===== src/rtl/body_regfile_avl.sv =====
// body_regfile_avl: Avalon-MM shadow/active register file for rendered bodies plus sim control.
// Define BODY_REGFILE_IRQ_EN to build the commit interrupt (IRQ port and CTRL b3 IRQ_EN).
module body_regfile_avl #(
    parameter int NUM_BODIES = 4,
    parameter int ADDR_W     = 7,
    parameter int COORD_W    = 10
) (
    input  logic                          CLK,
    input  logic                          RESET,
    input  logic                          AVL_CS,
    input  logic                          AVL_READ,
    input  logic                          AVL_WRITE,
    input  logic [3:0]                    AVL_BYTE_EN,
    input  logic [ADDR_W-1:0]             AVL_ADDR,
    input  logic [31:0]                   AVL_WRITEDATA,
    output logic [31:0]                   AVL_READDATA,
    input  logic                          VGA_VS,
    input  logic                          SIM_DONE,
    output logic                          SIM_START,
`ifdef BODY_REGFILE_IRQ_EN
    output logic                          IRQ,
`endif
    output logic [4:0]                    NUM_ACTIVE,
    output logic [15:0]                   FRAME_CNT,
    output logic [NUM_BODIES*COORD_W-1:0] BODY_R,
    output logic [NUM_BODIES*COORD_W-1:0] BODY_X,
    output logic [NUM_BODIES*COORD_W-1:0] BODY_Y,
    output logic [NUM_BODIES*COORD_W-1:0] BODY_Z
);
    localparam int NREG = 4*NUM_BODIES;
    localparam logic [1:0] ST_IDLE = 2'd0;
    localparam logic [1:0] ST_PEND = 2'd1;
    localparam logic [1:0] ST_COPY = 2'd2;

    function automatic logic [31:0] merge_bytes(input logic [31:0] old_w,
                                                input logic [31:0] new_w,
                                                input logic [3:0]  be);
        logic [31:0] r;
        r = old_w;
        for (int k = 0; k < 4; k++)
            if (be[k]) r[8*k +: 8] = new_w[8*k +: 8];
        return r;
    endfunction

    logic [31:0]        shadow_q [NREG];
    logic [31:0]        shadow_d [NREG];
    logic [COORD_W-1:0] act_q    [NREG];
    logic [COORD_W-1:0] act_d    [NREG];
    logic [1:0]         state_q, state_d;
    logic [15:0]        frame_q, frame_d;
    logic [4:0]         num_q, num_d;
    logic [4:0]         num_act_q, num_act_d;
    logic               done_q, done_d;
    logic               start_q, start_d;
    logic [31:0]        rdata_q, rdata_d;
    logic               vs_s1_q, vs_s1_d, vs_s2_q, vs_s2_d, vs_s3_q, vs_s3_d;
`ifdef BODY_REGFILE_IRQ_EN
    logic               irq_en_q, irq_en_d;
    logic               irq_q, irq_d;
`endif

    logic              wr_en, rd_en, ctrl_wr, body_hit, vs_edge, commit, ctrl_b3;
    logic [ADDR_W-1:0] body_off;
    logic [31:0]       rd_word, num_word;

    assign wr_en    = AVL_CS & AVL_WRITE;
    assign rd_en    = AVL_CS & AVL_READ;
    assign ctrl_wr  = wr_en && (AVL_ADDR == ADDR_W'(0)) && AVL_BYTE_EN[0];
    assign body_off = AVL_ADDR - ADDR_W'(4);
    assign body_hit = (AVL_ADDR >= ADDR_W'(4)) && (body_off < ADDR_W'(NREG));
    // Falling edge of the synchronised, active-low vertical sync.
    assign vs_edge  = vs_s3_q & ~vs_s2_q;
    assign commit   = (state_q == ST_PEND) && vs_edge;
    assign num_word = merge_bytes({27'd0, num_q}, AVL_WRITEDATA, AVL_BYTE_EN);
`ifdef BODY_REGFILE_IRQ_EN
    assign ctrl_b3  = irq_en_q;
`else
    assign ctrl_b3  = 1'b0;
`endif

    always_comb begin
        rd_word = '0;
        if (AVL_ADDR == ADDR_W'(0))
            rd_word = {28'd0, ctrl_b3, (state_q != ST_IDLE), done_q, 1'b0};
        else if (AVL_ADDR == ADDR_W'(1))
            rd_word = {27'd0, num_q};
        else if (AVL_ADDR == ADDR_W'(2))
            rd_word = {16'd0, frame_q};
        for (int j = 0; j < NREG; j++)
            if (body_hit && (body_off == ADDR_W'(j))) rd_word = shadow_q[j];
    end

    always_comb begin
        state_d   = state_q;
        frame_d   = frame_q;
        num_d     = num_q;
        num_act_d = num_act_q;
        done_d    = done_q;
        start_d   = ctrl_wr & AVL_WRITEDATA[0];
        rdata_d   = rd_en ? rd_word : rdata_q;
        vs_s1_d   = VGA_VS;
        vs_s2_d   = vs_s1_q;
        vs_s3_d   = vs_s2_q;
        for (int j = 0; j < NREG; j++) begin
            shadow_d[j] = shadow_q[j];
            act_d[j]    = act_q[j];
        end

        for (int j = 0; j < NREG; j++)
            if (wr_en && body_hit && (body_off == ADDR_W'(j)))
                shadow_d[j] = merge_bytes(shadow_q[j], AVL_WRITEDATA, AVL_BYTE_EN);
        if (wr_en && (AVL_ADDR == ADDR_W'(1)))
            num_d = num_word[4:0];

        if (SIM_DONE)
            done_d = 1'b1;
        else if (ctrl_wr && (AVL_WRITEDATA[0] || AVL_WRITEDATA[1]))
            done_d = 1'b0;

        case (state_q)
            ST_IDLE: if (ctrl_wr && AVL_WRITEDATA[2]) state_d = ST_PEND;
            ST_PEND: if (vs_edge) state_d = ST_COPY;
            ST_COPY: state_d = ST_IDLE;
            default: state_d = ST_IDLE;
        endcase

        // Copy reads shadow_q, so a bus write landing on the same edge goes to the next commit.
        if (commit) begin
            for (int j = 0; j < NREG; j++) act_d[j] = shadow_q[j][COORD_W-1:0];
            num_act_d = num_q;
            frame_d   = frame_q + 16'd1;
        end

`ifdef BODY_REGFILE_IRQ_EN
        irq_en_d = ctrl_wr ? AVL_WRITEDATA[3] : irq_en_q;
        irq_d    = irq_q;
        if ((wr_en && (AVL_ADDR == ADDR_W'(0))) || (rd_en && (AVL_ADDR == ADDR_W'(2))))
            irq_d = 1'b0;
        if ((state_q == ST_COPY) && irq_en_q)
            irq_d = 1'b1;
`endif
    end

    always_ff @(posedge CLK) begin
        if (RESET) begin
            for (int j = 0; j < NREG; j++) begin
                shadow_q[j] <= '0;
                act_q[j]    <= '0;
            end
            state_q   <= ST_IDLE;
            frame_q   <= '0;
            num_q     <= '0;
            num_act_q <= '0;
            done_q    <= 1'b0;
            start_q   <= 1'b0;
            rdata_q   <= '0;
            vs_s1_q   <= 1'b1;
            vs_s2_q   <= 1'b1;
            vs_s3_q   <= 1'b1;
`ifdef BODY_REGFILE_IRQ_EN
            irq_en_q  <= 1'b0;
            irq_q     <= 1'b0;
`endif
        end else begin
            for (int j = 0; j < NREG; j++) begin
                shadow_q[j] <= shadow_d[j];
                act_q[j]    <= act_d[j];
            end
            state_q   <= state_d;
            frame_q   <= frame_d;
            num_q     <= num_d;
            num_act_q <= num_act_d;
            done_q    <= done_d;
            start_q   <= start_d;
            rdata_q   <= rdata_d;
            vs_s1_q   <= vs_s1_d;
            vs_s2_q   <= vs_s2_d;
            vs_s3_q   <= vs_s3_d;
`ifdef BODY_REGFILE_IRQ_EN
            irq_en_q  <= irq_en_d;
            irq_q     <= irq_d;
`endif
        end
    end

    assign AVL_READDATA = rdata_q;
    assign SIM_START    = start_q;
    assign FRAME_CNT    = frame_q;
    assign NUM_ACTIVE   = (num_act_q > 5'(NUM_BODIES)) ? 5'(NUM_BODIES) : num_act_q;
`ifdef BODY_REGFILE_IRQ_EN
    assign IRQ          = irq_q;
`endif

    // Radius of bodies beyond the committed count is blanked; X/Y/Z pass through.
    always_comb begin
        BODY_R = '0;
        BODY_X = '0;
        BODY_Y = '0;
        BODY_Z = '0;
        for (int i = 0; i < NUM_BODIES; i++) begin
            BODY_R[i*COORD_W +: COORD_W] = (num_act_q > 5'(i)) ? act_q[4*i] : '0;
            BODY_X[i*COORD_W +: COORD_W] = act_q[4*i+1];
            BODY_Y[i*COORD_W +: COORD_W] = act_q[4*i+2];
            BODY_Z[i*COORD_W +: COORD_W] = act_q[4*i+3];
        end
    end
endmodule

===== config.mk =====
export PLATFORM = sky130hd
export DESIGN_NAME = body_regfile_avl
export DESIGN_NICKNAME = d
export VERILOG_FILES = /design/src/rtl/body_regfile_avl.sv
export SDC_FILE = /design/constraint.sdc
export NUM_CORES = 2
export LEC_CHECK = 0
export CORE_UTILIZATION = 55
export DETAILED_ROUTE_END_ITERATION = 10
export DONT_BUFFER_PORTS = 1
export MAX_ROUTING_LAYER = met4
export PLACE_DENSITY = 0.73
export SLEW_MARGIN = 0
export SYNTH_ARGS = -nofsm -noshare
export SYNTH_HDL_FRONTEND = slang
export SYNTH_SLANG_ARGS = --single-unit

===== constraint.sdc =====
create_clock -name CLK -period 5.8 [get_ports CLK]
set_input_delay 1.74 -clock CLK [delete_from_list [all_inputs] [get_ports CLK]]
set_output_delay 1.74 -clock CLK [all_outputs]
set_load 0.1 [all_outputs]

==> results.md <==
- Run status: complete, but fails checks
- Failing checks: slew limit
- CP Buf/Inv Count: 3
- Multi-input gate area: 0.0159 mm²
- GRT Total Usage: between 30 and 40%
- Most common cell after layout, fill and taps aside: dfxtp_1
- # port buffers: 0
- Worst hold path class: reg2reg
- Top Metal Used: met4
- Flop pwr share: about half
- Ys flop type: dfxtp_1
- Synth cell types: 75
- Sw Share: between 20% and 30%
- Main combinational cell family by area after synthesis: simple AND/OR/NAND/NOR gates
- NumNets Final: roughly 3600
- Met2 WL: roughly 45000 µm
- Worst Tran Pin Value: between 2000 and 2500 ps
- Post-layout min period: approximately 4800 ps
- PwrDens: between 200 and 300 mW/mm²
- Num CTS Buffers: 75
- DRT iter0 DRCs: 3755
- Met3 Wirelength: between 10000 and 15000 µm
- Register area: 0.0148 mm²
- Post-Synth XOR/XNOR Area: less than 1%
- Final cell count without fillers: 4400
- I/O pin count: roughly 260
- Syn avg cell area: around 8.5 µm²
- Post-synthesis simple-gate area fraction: 19.5%
- Post-CTS Setup Bufs: 0
- Post-synth EDFFs: 0
- Leak: 11.6 nW
- Die Area: between 0.06 and 0.07 mm²
- Initial Util: between 50% and 60%
- Internal cell power: 7.90 mW
- Area share of fa/ha/maj cells after synthesis: 0.0382%
- Clock Root Buffer: clkbuf_16
- Fillers: 5214
- Core box area: just under 0.06 mm²
- DP HPWL: 67200 µm
- Post-CTS resize count: 0
- Register bit count reported by yosys: 737
- Family with the most delay on the worst path: simple AND/OR/NAND/NOR gates
- GRT overflow: 0
- Maximum clock rate: 209 MHz
- Setup WS pre-CTS: approximately 1500 ps
- Ratio of cells with drive above 1 in the final layout: a little under a tenth
- First-pass GRT wire length: 157000 µm
- Most frequent cells in the layout: dfxtp_1 (737), nand2_1 (623), a21oi_1 (434), nor2_1 (378), mux2i_1 (358)
- Post-DR wirelength/cell: 23.9 µm
- Core Util, Final: about three fifths
- Die Wd: 246 µm
- Synthesized cell area: 0.0328 mm²
- WL final: about 110000 µm
- Worst EP arrival: around 3000 ps
- Vias in the first global route: 25162
- Worst relative slew slack: -46.5%
- Clk Latency, worst-skew pair: approximately 630 ps
- Worst Path Max Fanout: 13
- TritonCTS clock tree: done
- Clk pwr share: ~48%
- Final setup fails: 0
- Clk buf depth: 3
- Fraction of the mapped netlist area in compound gates: 15.3%
- Layout area overhead: 5.73%
- Hold buffer count at cts: 0
- DRT Pass-1 Iters: 9
- Setup ws final: 1020 ps
- Startpoint types: flip-flop
- DR DRC count: 0
- WL met1: 42800 µm
- Reg clk slew, reported paths: approximately 70 ps
- FFs w/ async S/R, synth: 0%
- Setup TNS: 0 ps
- Die Y: 246 µm
- Mux contribution to synthesized area: 13.0%
- DR vias/cell: ~6.3
- Final Max Tran Viols: approximately 360
- RSZ-0062 raised after global routing: no
- CP Class: reg2out
- H-tree Lvls: 3
- Minimum hold slack: 409 ps
- Antenna violations before repair: 1
- Synth Warn #: 0
- Clock sink total: 737
- CP max stage delay: about 800 ps
- VDD IR-drop max: about 250 µV
- Placer Congestion: approximately 0.97
- Seq/Total Area, Yosys: between 40% and 50%
- Slowest CP cell: nor2_1
- Clock skew: 22.1 ps
- Comb power frac: 2.4%
- Switching pwr: around 2.3 mW
- Max-cap violations: 0
- Setup crit end kind: output pin
- Inst Count DP: between 4000 and 5000
- Post-synthesis cell count: roughly 3900
- Routed vias: around 28000
- Largest net degree at the start of global routing: 721
- Post-DRT Antenna Nets: 0
- Critical Path Most Common Cell: buf_4
- Critical-path cell list: nor3_1 -> inv_1 -> buf_4 -> nor2_1 -> nor2b_2 -> buf_4
- Core Rows: 89
- Worst EP required: a little over 4000 ps
- Final Cycle Share: 82.5%
- Hold Vio Cnt, Final: 0
cell families after synthesis:
kind of cell    Yosys count
mux                     406
compound gates          831
flops                   737
xor+xnor                 10
fa+ha+maj                 1
buf+inv                 454
other cells               1
simple gates           1426
cell usage after synthesis, drive strengths merged, types with 8 or more instances:
master	instances	area [µm²]
o21ai	97	485
nor4	18	128
buf	198	1290
mux4	12	270
and3b	14	123
o22ai	40	250
o21a	11	82.6
nand2b	17	106
a31oi	14	87.6
a22oi	53	398
nor2	412	1650
nand3	170	891
and2	27	169
nand2	623	2340
mux2i	358	3580
nor3	42	288
o221ai	11	96.3
and3	10	62.6
nor2b	46	288
nand4	10	62.6
mux2	36	405
inv	13	48.8
o31ai	11	82.6
dfxtp	737	14800
a2111oi	12	105
o211ai	45	338
clkbuf	243	912
a22o	15	131
o2111ai	9	78.8
o31a	8	70.1
a211oi	9	67.6
o2bb2ai	11	96.3
a2bb2oi	9	78.8
a21oi	434	2170
final timing paths:
path	to	startpoint	slack [ps]	cells past startpoint
setup / recovery	BODY_R[16]	num_act_q[4]	1020	6
hold / removal	vs_s2_q	vs_s1_q	410	1
setup reg to reg	FRAME_CNT[15]	FRAME_CNT[3]	3190	5
hold reg to reg	vs_s2_q	vs_s1_q	410	1
registers in the layout (all words and copies together), names as in the netlist:
signal	cells
act_q	160
num_q	5
done_q	1
state_q	2
vs_s2_q	1
num_act_q	5
vs_s3_q	1
SIM_START	1
FRAME_CNT	16
vs_s1_q	1
AVL_READDATA	32
shadow_q	512
power by group through the flow:
stage               logic, mW  clock network [mW]  registers, mW
floorplan               0.298                   0           5.20
global placement        0.228                   0           5.20
detailed placement      0.229                   0           5.20
CTS                     0.230                4.85           5.09
global route            0.245                5.07           5.08
finish                  0.243                4.83           5.09
layout make-up:
cell class / count / area share, %
Antenna cell: 2 / 0.0144
Clock inverter: 20 / 0.650
Tap cell: 773 / 2.79
Sequential cell: 737 / 42.6
Multi-Input combinational cell: 2676 / 46.0
Clock buffer: 114 / 6.33
Inverter: 13 / 0.141
Timing Repair Buffer: 65 / 1.55
through the flow:
step                      total power, mW  cell area, µm²
after floorplan                      5.49           32800
after global placement               5.43           32200
after detailed placement             5.43           32200
after CTS                            10.2           34700
after global routing                 10.4           34700
final                                10.2           34700
metal layers:
layer  global-route usage [%]  vias up
met3                     8.64      290
met2                     49.1     1641
met5                        -        -
met1                     45.0    13247
li1                         -    12671
met4                     16.2        0
(Power assumes the default switching activity.)
